`src/rtl/mem_store_ctrl.sv`:
```
// mem_store_ctrl
//   Write-side controller for the byte-wide external memory bus. Accepts one store
//   (address, 32-bit data, size) and serialises it into 1, 2 or 4 consecutive
//   single-byte write cycles, least-significant byte first, then pulses st_done.
//   An illegal size (2'b11) is rejected with a st_done/st_err pulse and no write.
//
// Ports
//   clk          single clock, all logic on posedge
//   rst          synchronous reset, active low
//   st_req       store request, sampled only while idle
//   st_addr      byte address of the least-significant byte
//   st_data      store data, byte 0 = st_data[7:0]
//   st_size      00 byte, 01 half, 10 word, 11 illegal
//   st_busy      high while a store is held (write and done phases)
//   st_done      one-cycle pulse: store finished or rejected
//   st_err       one-cycle pulse alongside st_done for an illegal size
//   mem_ctrl_wr  memory write cycle this clock
//   addr         memory byte address
//   wdata        memory write byte
//
// All outputs are registered; there is no combinational input-to-output path.

module mem_store_ctrl #(
  parameter int unsigned ADDR_W = 32,
  parameter int unsigned DATA_W = 32
) (
  input  logic              clk,
  input  logic              rst,
  input  logic              st_req,
  input  logic [ADDR_W-1:0] st_addr,
  input  logic [DATA_W-1:0] st_data,
  input  logic [1:0]        st_size,
  output logic              st_busy,
  output logic              st_done,
  output logic              st_err,
  output logic              mem_ctrl_wr,
  output logic [ADDR_W-1:0] addr,
  output logic [7:0]        wdata
);

  typedef enum logic [1:0] {StIdle, StWrite, StDone} state_e;

  state_e            state_q;
  logic [1:0]        cnt_q;   // bytes still to go after the one currently on the bus
  logic [DATA_W-1:0] data_q;  // not-yet-written bytes, next one in [7:0]
  logic              st_busy_q;
  logic              st_done_q;
  logic              st_err_q;
  logic              wr_q;
  logic [ADDR_W-1:0] addr_q;
  logic [7:0]        wdata_q;

  always_ff @(posedge clk) begin
    if (!rst) begin
      state_q   <= StIdle;
      cnt_q     <= '0;
      data_q    <= '0;
      st_busy_q <= 1'b0;
      st_done_q <= 1'b0;
      st_err_q  <= 1'b0;
      wr_q      <= 1'b0;
      addr_q    <= '0;
      wdata_q   <= '0;
    end else begin
      unique case (state_q)
        StIdle: begin
          st_busy_q <= 1'b0;
          st_done_q <= 1'b0;
          st_err_q  <= 1'b0;
          wr_q      <= 1'b0;
          addr_q    <= '0;
          wdata_q   <= '0;
          if (st_req) begin
            if (st_size == 2'b11) begin
              // Reject without leaving idle: the pulse shows next cycle, busy stays low.
              st_done_q <= 1'b1;
              st_err_q  <= 1'b1;
            end else begin
              // Byte 0 goes straight onto the bus so it appears in the first cycle.
              state_q   <= StWrite;
              st_busy_q <= 1'b1;
              wr_q      <= 1'b1;
              addr_q    <= st_addr;
              wdata_q   <= st_data[7:0];
              data_q    <= st_data >> 8;
              unique case (st_size)
                2'b00:   cnt_q <= 2'd0;
                2'b01:   cnt_q <= 2'd1;
                default: cnt_q <= 2'd3;
              endcase
            end
          end
        end

        StWrite: begin
          if (cnt_q == 2'd0) begin
            state_q   <= StDone;
            st_done_q <= 1'b1;
            wr_q      <= 1'b0;
            addr_q    <= '0;
            wdata_q   <= '0;
          end else begin
            cnt_q   <= cnt_q - 2'd1;
            addr_q  <= addr_q + ADDR_W'(1);  // wraps modulo 2^ADDR_W
            wdata_q <= data_q[7:0];
            data_q  <= data_q >> 8;
          end
        end

        StDone: begin
          state_q   <= StIdle;
          st_busy_q <= 1'b0;
          st_done_q <= 1'b0;
        end

        default: begin
          state_q   <= StIdle;
          st_busy_q <= 1'b0;
          st_done_q <= 1'b0;
          st_err_q  <= 1'b0;
          wr_q      <= 1'b0;
          addr_q    <= '0;
          wdata_q   <= '0;
        end
      endcase
    end
  end

  assign st_busy     = st_busy_q;
  assign st_done     = st_done_q;
  assign st_err      = st_err_q;
  assign mem_ctrl_wr = wr_q;
  assign addr        = addr_q;
  assign wdata       = wdata_q;

endmodule

```
`config.mk`:
```
export PLATFORM = sky130hd
export DESIGN_NAME = mem_store_ctrl
export DESIGN_NICKNAME = d
export VERILOG_FILES = /design/src/rtl/mem_store_ctrl.sv
export SDC_FILE = /design/constraint.sdc
export NUM_CORES = 1
export LEC_CHECK = 0
export BUFFER_PORTS_ARGS = -buffer_cell sky130_fd_sc_hd__buf_2
export CORE_MARGIN = 2
export CORE_UTILIZATION = 52
export CTS_CLUSTER_DIAMETER = 40
export DETAILED_ROUTE_END_ITERATION = 10
export PLACE_DENSITY = 0.9
export SLEW_MARGIN = 20
export SYNTH_ARGS = -nofsm -noshare
export SYNTH_HDL_FRONTEND = slang
export SYNTH_SLANG_ARGS = --single-unit
```
`constraint.sdc`:
```
create_clock -name clk -period 2.2 [get_ports clk]
set_input_delay 0.33 -clock clk [delete_from_list [all_inputs] [get_ports clk]]
set_output_delay 0.33 -clock clk [all_outputs]
set_load 0.01 [all_outputs]
```
==> run summary, run 1 <==
Outcome - completed
Starting density of the core - 53.6%
Inst Count DP - 668
Syn Nets - 544
Final ANT Viol Nets - 0
Netlist cell types - 61
DR WL/cell - 15.9 um
Synth Warn # - 0
Adder-Cell Fraction of Synth Area - 1.61%
Max-cap violations - 0
Num Clock Sinks - 72
Crit-path slowest cell - dfxtp_1
Nature of the critical path startpoint - flip-flop
Critical path arrival - 2.34 ns
Die height - 90.5 um
CP max stage delay - 0.50 ns
Grt ovf - 0
Clock root cell - clkbuf_8
Hold path cells - 3
TNS Setup - 0 ns
Port Buffers - 112
Syn Area/Cell - 8.27 sq um
Proportion of layout cells with a drive suffix above 1 - 28.8%
Final hold vios - 0
Initial antenna violation count - 0
Sequential fraction of the synthesis area - 37.1%
Synthesis-to-finish area growth - 25.0%
Reg-to-Reg Start - addr[12]
Pin count of the biggest net entering global routing - 54
Nature of the critical path endpoint - flip-flop
Overall Global Routing Usage - 26.0%
Compound-Gate Fraction of Synth Area - 25.7%
RSZ-0062 raised after global routing - no
Most used DFF post-synth - dfxtp_1
Vias per cell - 6.10
Post-DP HPWL - 7640 um
Cells after Synth - 470
Crit path buffers/inverters - 0
Row count - 31
# DRC - 0
Clock latency on the worst-skew pair - 0.35 ns
Fin nets - 656
Hold path start - st_addr[29]
Worst Path Required - 2.46 ns
Capturing point of the worst reg2reg path - addr[26]
Final period util - 94.1%
Via count - 4,178
CP Class - reg2reg
Non-Filler Instances - 685
Total CTS buffers - 9
Final setup violation count - 0
CP cell instances - nand4_2, nor3_4, nand2_2, or4_1, a311oi_1
Worst-margin pin slew - 0.369 ns
Synthesized area - 3890 sq um
Seq cells post-synth - 72
R2R depth - 5
Synth async-reset ratio - 0%
Post-synth EDFFs - 0
DR pass1 iterations - 6
ANT cells - 0
Final RePlAce weighted congestion - 0.914
WHS Endpoint - addr[29]
Worst-path clk slew - 0.08 ns
Area fraction in and, or, nand and nor cells after synthesis - 23.9%
Final Max Tran Viols - 0
First-pass GRT wire length - 17,700 um
Critical path fanouts, max - 7
CTS tree - yes
Xor/xnor share of the synthesized area - 1.80%
Vias in the first global route - 3,839
Htree depth - 3
Rel. slew slack - 75.2%
Worst min-delay path class - in2reg
Cell family with most CP delay - simple AND/OR/NAND/NOR gates
Main combinational cell family by area after synthesis - compound AO/OA/AOI/OAI gates
Pwr/cell area - 806 nW/um^2
Crit path time final - 2.07 ns
I/O pins - 113
Post-Route WL - 10,900 um
Mux cell area share after synthesis - 4.38%
Core area - 7250 sq um
Worst vdd ir - 0.000493 V
Pleak - 2.04 nW
Worst reg-to-reg setup slack - 0.13 ns
Post-cts hold buffer count - 0
Maximum clock insertion buffer count - 2
Full die area - 8190 sq um
Max Freq - 0.483 GHz
1st-iter DRT viols - 388
Clock Skews - 0.0130 ns
Width of the die - 90.5 um
cell families after synthesis:
group | after synthesis
DFF | 72
AOI/OAI and AO/OA | 147
buffers and inverters | 46
and+or+nand+nor | 175
muxes | 17
xor gates and xnor gates | 8
adders and majority gates | 5
layout make-up:
class                   count  area (sq um)
flip-flops and latches     72          1440
inverters                   9          33.8
multi-input cells         352          2250
fillers                   581          2390
well taps                  99           124
clock inverters             5          81.3
repair buffers            138           793
clock buffers              10           138
through the flow:
| step | hold slack, ns | area (sq um) | worst slack [ns] | total power [W] | util (%) |
|---|---|---|---|---|---|
| finish | 0.232 | 4860 | 0.129 | 0.00392 | 67.0 |
| global placement | 0.437 | 4630 | 0.261 | 0.00273 | 63.8 |
| detailed placement | 0.443 | 4630 | 0.138 | 0.00278 | 63.8 |
| CTS | 0.223 | 4840 | 0.116 | 0.00393 | 66.8 |
| floorplan | 0.432 | 3890 | 0.154 | 0.00239 | - |
| global route | 0.231 | 4860 | 0.0619 | 0.00413 | 67.0 |
timing repair:
action / 4_1_cts / 5_1_grt
resized for setup: 0 / 0
endpoints found under the setup margin: 0 / 3
setup buffers: 0 / 2
sequential cells by signal, indices dropped and copies added, names as in the netlist:
register / count
addr: 32
data_q: 24
wdata: 8
cnt_q: 2
state_q: 2
mem_ctrl_wr: 1
st_busy: 1
st_done: 1
st_err: 1
cells in the final DEF (no fill, tap or decap), types with 5 or more instances in the layout:
| cell | instances |
|---|---|
| buf_2 | 112 |
| dfxtp_1 | 72 |
| nor2_1 | 55 |
| nand2_1 | 48 |
| a21oi_1 | 31 |
| buf_4 | 23 |
| o21ai_0 | 21 |
| a211oi_1 | 18 |
| mux2i_1 | 17 |
| a31oi_1 | 16 |
| a22oi_1 | 16 |
| a22o_1 | 13 |
| clkbuf_8 | 10 |
| nor3_1 | 9 |
| inv_1 | 8 |
| nand4_1 | 8 |
| nand3_1 | 8 |
| nand3b_1 | 8 |
| nor4_1 | 6 |
| ha_1 | 5 |
synth_stat cells, types with 2 or more instances:
| master | instances | area (sq um) |
|---|---|---|
| o22ai_1 | 2 | 12.5 |
| clkbuf_8 | 3 | 41.3 |
| nand3_1 | 8 | 40.0 |
| a32o_1 | 2 | 20.0 |
| and3_1 | 2 | 12.5 |
| nor2_1 | 55 | 206 |
| or4b_1 | 4 | 40.0 |
| buf_4 | 3 | 22.5 |
| mux2i_1 | 17 | 170 |
| a22oi_1 | 16 | 120 |
| nand2b_1 | 4 | 25.0 |
| a221oi_1 | 2 | 17.5 |
| a211o_1 | 2 | 17.5 |
| o211ai_1 | 3 | 22.5 |
| and2_1 | 2 | 12.5 |
| inv_1 | 8 | 30.0 |
| o21ai_0 | 21 | 105 |
| xor2_1 | 4 | 35.0 |
| dfxtp_1 | 72 | 1440 |
| nand3b_1 | 8 | 60.1 |
| nor4_1 | 6 | 37.5 |
| a22o_1 | 13 | 114 |
| and4_1 | 3 | 26.3 |
| a21oi_1 | 31 | 155 |
| xnor2_1 | 4 | 35.0 |
| o21bai_1 | 2 | 15.0 |
| nor3_4 | 3 | 48.8 |
| a31oi_1 | 16 | 100 |
| a311oi_1 | 2 | 17.5 |
| nor2b_1 | 2 | 12.5 |
| nand4_1 | 8 | 50.1 |
| o31a_1 | 4 | 35.0 |
| nand2_1 | 48 | 180 |
| ha_1 | 5 | 62.6 |
| nor3_1 | 9 | 45.0 |
| clkbuf_1 | 30 | 113 |
| a211oi_1 | 19 | 143 |
| or4_1 | 2 | 15.0 |
| a222oi_1 | 3 | 30.0 |
power by group:
part,switching (W),internal (W),total (W),leakage (nW)
clock,0.000497,0.000663,0.00116,0.108
combinational,0.000661,0.000480,0.00114,1.35
sequential,0.000134,0.00148,0.00162,0.589
total,0.00129,0.00263,0.00392,2.04
routing by layer:
| metal | global-route usage (%) | wire length (um) |
|---|---|---|
| met5 | 0 | 0 |
| met4 | 9.23 | 263 |
| met3 | 7.35 | 1160 |
| met2 | 43.3 | 5140 |
| met1 | 31.9 | 4330 |
worst max-delay path by stage:
stage	startpoint	to	slack, ns	depth (start not counted)
global placement	addr[12]	addr[26]	0.26	5
detailed placement	addr[12]	addr[26]	0.14	5
CTS	addr[12]	addr[26]	0.12	5
finish	addr[12]	addr[26]	0.13	5
global route	state_q[1]	wdata[4]	0.06	9
floorplan	addr[0]	addr[26]	0.15	7
worst register-to-register path, stage by stage (launching register included):
cell,delay [ns]
dfxtp_1,0.50
nand4_2,0.26
nor3_4,0.32
nand2_2,0.15
or4_1,0.50
a311oi_1,0.26
Note: power is estimated with default switching activity, not from simulation.
==> run 2: changes to the inputs <==
--- a/constraint.sdc
+++ b/constraint.sdc
@@ -3,2 +3,2 @@
 set_output_delay 0.33 -clock clk [all_outputs]
-set_load 0.01 [all_outputs]
+set_load 0.1 [all_outputs]
==> run 2 against run 1 <==
  * Clock power increased by 7%
  * Setup slack got worse by 0.018 ns
  * Critical endpoint unchanged
  * Worst hold slack got worse by 0.0095 ns
==> run summary, run 2 (synthesis gave the netlist of run 1 again) <==
Outcome - completed
Placed cell areas - 4630 sq um
Row count - 31
First-pass GRT wire length - 18,600 um
Vias per cell - 6.07
Most common cell after layout, fill and taps aside - buf_2
Fin nets - 653
Crit path buffers/inverters - 0
Maximum clock insertion buffer count - 2
Worst-margin pin slew - 0.641 ns
CP cell instances - nand4_1, nor3_4, nand2_2, or4_1, a311oi_1
CP max stage delay - 0.51 ns
DR WL/cell - 16.7 um
Logic pwr share - 35.1%
Synthesis-to-finish area growth - 26.1%
Crit-path slowest cell - or4_1
Worst-path clk slew - 0.08 ns
CTS tree - yes
CP Capture Point - addr[26]
CP Depth - 5
Initial antenna violation count - 0
Via count - 4,147
Reg-to-Reg Start - addr[18]
CP startpoint - addr[18]
I/O pins - 113
Pin count of the biggest net entering global routing - 53
1st-iter DRT viols - 374
Full die area - 8190 sq um
DR pass1 iterations - 5
Final Power - 0.00442 W
Design Area, Final - 4900 sq um
Switching share of power - 39.8%
Final ANT Viol Nets - 0
Critical path fanouts, max - 7
Clock Skews - 0.0103 ns
Starting density of the core - 53.6%
Width of the die - 90.5 um
Clock root cell - clkbuf_8
Nature of the critical path startpoint - flip-flop
Inst Count DP - 664
Vias in the first global route - 3,889
Non-Filler Instances - 683
Sequential power share - 36.9%
Internal - 0.00266 W
Net Sw Power - 0.00176 W
Largest register FFs - 32
Worst vdd ir - 0.000516 V
Worst Path Required - 2.46 ns
Pwr/cell area - 901 nW/um^2
Worst reg-to-reg setup slack - 0.11 ns
Final RePlAce weighted congestion - 0.933
Overall Global Routing Usage - 27.6%
Total CTS buffers - 9
ANT cells - 0
Grt ovf - 0
Clock latency on the worst-skew pair - 0.36 ns
Max Freq - 0.479 GHz
Htree depth - 3
Post-Route WL - 11,400 um
Final core occ - 67.6%
Final setup violation count - 0
# fillers - 602
Pleak - 2.05 nW
Capturing point of the worst reg2reg path - addr[26]
Max-cap violations - 0
Post-DP HPWL - 7620 um
Crit path time final - 2.09 ns
Die height - 90.5 um
Clock power frac - 28.0%
# DRC - 0
Final hold vios - 0
Rel. slew slack - 56.9%
Port Buffers - 112
Core area - 7250 sq um
Post-cts hold buffer count - 0
Hold path cells - 3
Final period util - 95.0%
Nature of the critical path endpoint - flip-flop
Final Max Tran Viols - 0
Commonest cells after routing, fill and taps aside - buf_2 (112), nor2_1 (55), nand2_1 (48), dfxtp_1 (46), a21oi_1 (31)
CP Class - reg2reg
Proportion of layout cells with a drive suffix above 1 - 33.4%
Num Clock Sinks - 72
Critical path arrival - 2.35 ns
Worst min-delay path class - in2reg
R2R depth - 5
RSZ-0062 raised after global routing - no
Cell family with most CP delay - simple AND/OR/NAND/NOR gates
Worst hold margin - 0.222 ns
[run 2: cell count changes in the layout (fill, tap and decap cells not counted), sizes merged]
cell,change
buf,-3
bufinv,-1
clkbuf,+2
clkinv,-1
inv,+1
[run 2: worst min path at each step]
stage	from	end
global placement	data_q[16]	data_q[16]
detailed placement	cnt_q[1]	cnt_q[1]
global route	st_addr[16]	addr[16]
floorplan	data_q[16]	data_q[16]
CTS	st_addr[29]	addr[29]
finish	st_addr[29]	addr[29]
[run 2: repair_timing]
item                                    CTS  global route
hold endpoints to repair                  0             0
endpoints found under the setup margin    0             2
resized for setup                         0             1
buffers inserted                          0             3
[run 2: worst min-delay path: cells and delay by family]
kind                   cells  cell delay (ns)
AND/OR/NAND/NOR            1             0.05
AO/OA/AOI/OAI              1             0.06
buffers and inverters      1             0.10
[run 2: routing by layer]
layer	global-route usage, %	part of all wire, %	vias up
li1	-	-	1964
met1	33.6	41	1933
met2	45.3	47	220
met3	7.68	9.3	30
met4	12.7	2.6	0
met5	0	0	-
[run 2: layout make-up]
cell class / count / area [sq um] / share of cell area, %
clock buffers: 12 / 188 / 3.83
clock inverters: 4 / 55.1 / 1.12
inverters: 9 / 33.8 / 0.689
multi-input cells: 352 / 2260 / 46.0
flip-flops and latches: 72 / 1490 / 30.4
well taps: 99 / 124 / 2.53
repair buffers: 135 / 758 / 15.5
[run 2: power by group through the flow]
stage                     combinational [W]  sequential (W)  clock, W
final                               0.00155         0.00163   0.00124
after global routing                0.00166         0.00166   0.00132
after CTS                           0.00154         0.00163   0.00126
after detailed placement            0.00153         0.00166         0
after global placement              0.00150         0.00165         0
after floorplan                    0.000735         0.00207         0
[run 2: stage by stage]
| stage | TNS, ns | setup slack, ns |
|---|---|---|
| 3_3_place_gp | 0 | 0.289 |
| 3_5_place_dp | 0 | 0.187 |
| 5_1_grt | 0 | 0.0191 |
| 6_report | 0 | 0.111 |
| 2_1_floorplan | -0.0281 | -0.0281 |
| 4_1_cts | 0 | 0.0421 |
